<file path="config.mk">
export PLATFORM = sky130hd
export DESIGN_NAME = serial_add_seq
export DESIGN_NICKNAME = d
export VERILOG_FILES = /design/src/rtl/serial_add_seq.sv
export SDC_FILE = /design/constraint.sdc
export NUM_CORES = 1
export LEC_CHECK = 0
export ABC_AREA = 1
export CAP_MARGIN = 10
export CELL_PAD_IN_SITES_DETAIL_PLACEMENT = 0
export CELL_PAD_IN_SITES_GLOBAL_PLACEMENT = 2
export CORE_ASPECT_RATIO = 0.8
export CORE_MARGIN = 2
export CORE_UTILIZATION = 30
export DETAILED_ROUTE_END_ITERATION = 10
export PLACE_DENSITY_LB_ADDON = 0.1
export SLEW_MARGIN = 20
export SYNTH_ARGS = -nofsm -noshare
export SYNTH_HDL_FRONTEND = slang
export SYNTH_SLANG_ARGS = --single-unit
</file>
<file path="constraint.sdc">
create_clock -name clk -period 3 [get_ports clk]
set_input_delay 0.6 -clock clk [delete_from_list [all_inputs] [get_ports clk]]
set_output_delay 0.6 -clock clk [all_outputs]
set_load 0.01 [all_outputs]
</file>
<file path="src/rtl/serial_add_seq.sv">
// Bit-serial add sequencer driving an external single-bit full-adder slice, LSB first.
// Optional subtract mode (A-B via ~B and carry-in 1) when SERIAL_ADD_SUB_EN is defined.
module serial_add_seq #(
    parameter int unsigned WIDTH = 8
) (
    input  logic             clk,
    input  logic             reset_n,
    input  logic             start,
    input  logic [WIDTH-1:0] a_in,
    input  logic [WIDTH-1:0] b_in,
    input  logic             cin_in,
`ifdef SERIAL_ADD_SUB_EN
    input  logic             sub,
`endif
    output logic             ready,
    output logic             busy,
    output logic             fa_a,
    output logic             fa_b,
    output logic             fa_cin,
    input  logic             fa_sum,
    input  logic             fa_cout,
    output logic [WIDTH-1:0] sum_out,
    output logic             cout_out,
    output logic             done
);

    localparam int unsigned CNT_W = $clog2(WIDTH) + 1;
    localparam logic [CNT_W-1:0] LAST_BIT = CNT_W'(WIDTH - 1);

    typedef enum logic [1:0] {
        S_IDLE,
        S_SHIFT,
        S_DONE
    } state_t;

    state_t           r_state;
    state_t           w_next_state;
    logic [WIDTH-1:0] r_a_sh;
    logic [WIDTH-1:0] r_b_sh;
    logic [WIDTH-1:0] r_sum_sh;
    logic             r_carry;
    logic [CNT_W-1:0] r_cnt;
    logic [WIDTH-1:0] r_sum_out;
    logic             r_cout_out;
    logic [WIDTH-1:0] w_b_load;
    logic             w_carry_load;
    logic             w_last;

`ifdef SERIAL_ADD_SUB_EN
    assign w_b_load     = sub ? ~b_in : b_in;
    assign w_carry_load = sub ? 1'b1 : cin_in;
`else
    assign w_b_load     = b_in;
    assign w_carry_load = cin_in;
`endif

    assign w_last = (r_cnt == LAST_BIT);

    always_ff @(posedge clk or negedge reset_n) begin
        if (!reset_n) begin
            r_state <= S_IDLE;
        end else begin
            r_state <= w_next_state;
        end
    end

    always_comb begin
        w_next_state = r_state;
        case (r_state)
            S_IDLE:  if (start) w_next_state = S_SHIFT;
            S_SHIFT: if (w_last) w_next_state = S_DONE;
            S_DONE:  w_next_state = S_IDLE;
            default: w_next_state = S_IDLE;
        endcase
    end

    always_ff @(posedge clk or negedge reset_n) begin
        if (!reset_n) begin
            r_a_sh     <= '0;
            r_b_sh     <= '0;
            r_sum_sh   <= '0;
            r_carry    <= 1'b0;
            r_cnt      <= '0;
            r_sum_out  <= '0;
            r_cout_out <= 1'b0;
        end else begin
            case (r_state)
                S_IDLE: begin
                    if (start) begin
                        r_a_sh   <= a_in;
                        r_b_sh   <= w_b_load;
                        r_carry  <= w_carry_load;
                        r_cnt    <= '0;
                        r_sum_sh <= '0;
                    end
                end
                S_SHIFT: begin
                    // Sum bits enter at the MSB so the first (LSB) bit lands at bit 0 after WIDTH shifts.
                    r_sum_sh <= {fa_sum, r_sum_sh[WIDTH-1:1]};
                    r_carry  <= fa_cout;
                    r_a_sh   <= {1'b0, r_a_sh[WIDTH-1:1]};
                    r_b_sh   <= {1'b0, r_b_sh[WIDTH-1:1]};
                    r_cnt    <= r_cnt + 1'b1;
                    if (w_last) begin
                        r_sum_out  <= {fa_sum, r_sum_sh[WIDTH-1:1]};
                        r_cout_out <= fa_cout;
                    end
                end
                default: ;
            endcase
        end
    end

    always_comb begin
        ready  = 1'b0;
        busy   = 1'b0;
        done   = 1'b0;
        fa_a   = 1'b0;
        fa_b   = 1'b0;
        fa_cin = 1'b0;
        case (r_state)
            S_IDLE: ready = 1'b1;
            S_SHIFT: begin
                busy   = 1'b1;
                fa_a   = r_a_sh[0];
                fa_b   = r_b_sh[0];
                fa_cin = r_carry;
            end
            S_DONE: begin
                busy = 1'b1;
                done = 1'b1;
            end
            default: ;
        endcase
    end

    assign sum_out  = r_sum_out;
    assign cout_out = r_cout_out;

endmodule

</file>
==> flow_metrics.tcl <==
set metrics [dict create \
    outcome "completed" \
    min_period_ns 2.40 \
    hp-class "in -> async" \
    timing.rr.start "r_state[1]" \
    yosysSeqAreaShare 0.523 \
    start_util 0.312 \
    grt_max_degree 40 \
    cts_hold_buf 0 \
    hold_ws_ns 0.445 \
    overflow 0 \
    die_h_um 74.5 \
    num_vias 1386 \
    slew_headroom 0.391 \
    wl_per_cell_um 12.6 \
    yosysTopAreaCell "dfrtp_1" \
    cpPeakStageDelay_ns 0.52 \
    leakagePower_nw 1.10 \
    ys_ff_latch 39 \
    drc 0 \
    syn-num-nets 224 \
    cts_root_buf "clkbuf_8" \
    max_freq_mhz 416 \
    cts_num_sinks 39 \
    slew_viol_final 0 \
    r2r-end "r_carry" \
    cp.required_ns 2.40 \
    slowest_stage "clkdlybuf4s50_1" \
    die_area_um2 6870 \
    final.setup.tns_ns 0 \
    io_pins 37 \
    maxCapViolCount 0 \
    ys.flop_type "dfrtp_1" \
    syn-cell-area_um2 1870 \
    grt_usage 0.127 \
    synthArstFlopShare 1.00 \
    path_buf_inv 3 \
    synth_warnings 0 \
    fin_nets 259 \
    endpoint_kind "output port" \
    vias_per_cell 4.40 \
    synth_top_cell_area_share 0.523 \
    finClkSkew_ns 0.00974 \
    cts.clk_slew.worst_paths_ns 0.07 \
    regArea_um2 976 \
    powerDensity_nw_per_um2 879 \
    arrival_ns 1.80 \
    cts_buffers 5 \
    busiest_layer "met2" \
    vdd_drop_max_mv 0.579 \
    crit_path_start_kind "register" \
    path_delay_family "buffers and inverters" \
    dr.pass1.iters 4 \
    placementRows 25 \
    yosysUniqueCellTypes 20 \
    cts_resized 0 \
    setup_viol 0 \
    drt-total-wl_um 3960 \
    syn_area_per_cell_um2 9.42 \
    synthCells 198 \
    critical_path.cell_chain "inv_1, ha_1, nand2_1, inv_1, clkdlybuf4s50_1" \
    cp_common_cell "inv_1" \
    core_um2 5970 \
    cts_max_level 2 \
    io_buffers 36 \
    clkLatencyLatePin_ns 0.29 \
    diodes 0 \
    worst_pin_slew_ns 0.914 \
    drt_iter0_markers 67 \
    synth_edf_count 0 \
    hold_violations 0 \
    rsz0062_at_grt "no" \
    grt_util_met2 0.196 \
    first_global_vias 1395 \
    hpwl_um 2630 \
    reg2reg_slack_ns 0.94 \
    ant_nets 0 \
    grt_pass1_wl_um 6710 \
    cts_setup_buffers 0 \
    post-route-period-util 0.800 \
    area_growth_pct 25.9 \
    clockBufferDepth 2 \
    die_w_um 92.2 \
    cts_tree "yes" \
    fillerInstances 616 \
    worst-setup-path-type "reg -> out" \
    synth_commonest_cells "nand2_1 (63), dfrtp_1 (39), inv_1 (19), o211ai_1 (14), o21ai_2 (9)" \
    grt_use_met1 0.176 \
    synth_most_common_cell "nand2_1" \
    gp_congestion 0.669 \
    multiInputGateArea_um2 708 \
    grtUsageMet3 0.0375 \
    r2r_cells 8 \
    cp_max_fo 9 \
    antenna_found_initial 0 \
    synth_area_leaders "dfrtp_1 (52%), nand2_1 (13%), o211ai_1 (5.6%)" \
    drive_gt1_frac 0.128 \
]
layer usage:
layer  up-vias  part of all wire
met5         -                 0
met4         0            0.0055
met3         2             0.046
met2        24              0.43
met1       652              0.52
li1        708                 -
power by group:
part	total (W)	switching (W)	internal, W
Combinational	0.000818	0.000502	0.000316
Clock	0.000452	0.000183	0.000269
Sequential	0.000793	0.0000902	0.000703
cell families after synthesis:
logic type / synth area share
AOI/OAI and AO/OA: 0.138
DFF: 0.523
buffers and inverters: 0.0972
adders and majority gates: 0.0268
and+or+nand+nor: 0.215
worst reg2reg max path: stages, from the launching register on:
cell     delay [ns]
dfrtp_1        0.40
inv_1          0.09
ha_1           0.36
buf_4          0.33
nand2_4        0.08
nand2_4        0.28
inv_2          0.24
nand2_1        0.12
nand2_1        0.05
final cells by class:
type                    count  share of cell area
inverters                  22              0.0352
flip-flops and latches     39               0.416
clock buffers               6              0.0352
well taps                  81              0.0432
repair buffers             37               0.155
clock inverters             2              0.0149
multi-input cells         128               0.302
cells in the final DEF, fill, tap and decap left out:
cell,Yosys,final
clkdlybuf4s50_1,0,35
inv_2,3,3
nand4_4,1,1
clkbuf_8,0,6
inv_1,19,19
nand2_4,2,2
a21oi_1,2,2
ha_1,4,4
or2_0,5,5
dfrtp_1,39,39
o21ai_0,4,4
o22ai_1,7,7
o21ai_2,9,9
or2_2,5,5
bufinv_16,0,1
nand3_1,8,8
o211ai_1,14,14
buf_2,1,1
buf_4,0,1
nand2_1,63,63
clkinv_2,0,1
or2_1,1,1
nor2_1,3,3
worst max path at each step:
stage               start  endpoint  slack (ns)  cells past startpoint
6_report       r_state[1]    fa_cin        0.60                      5
5_1_grt        r_state[1]      fa_a        0.46                      5
4_1_cts        r_state[1]    fa_cin        0.59                      5
3_5_place_dp   r_state[1]    fa_cin        0.91                      5
3_3_place_gp   r_state[1]    fa_cin        0.95                      5
2_1_floorplan  r_state[1]      fa_a        1.35                      6
flip-flops by register name, summed over array words and instances (netlist names):
name	flops
r_b_sh	8
r_a_sh	8
cout_out	1
r_sum_sh	7
sum_out	8
r_carry	1
r_state	2
r_cnt	4
metrics by stage:
stage               utilization  setup slack [ns]  instance area, µm²  cells  power (W)
global placement          0.373             0.946                2230    307    0.00162
CTS                       0.393             0.587                2350    315    0.00210
finish                    0.393             0.599                2350    315    0.00206
floorplan                     -              1.35                1870    198    0.00145
global route              0.393             0.464                2350    315    0.00225
detailed placement        0.373             0.908                2230    307    0.00164
Power figures use the tool's default switching activity.
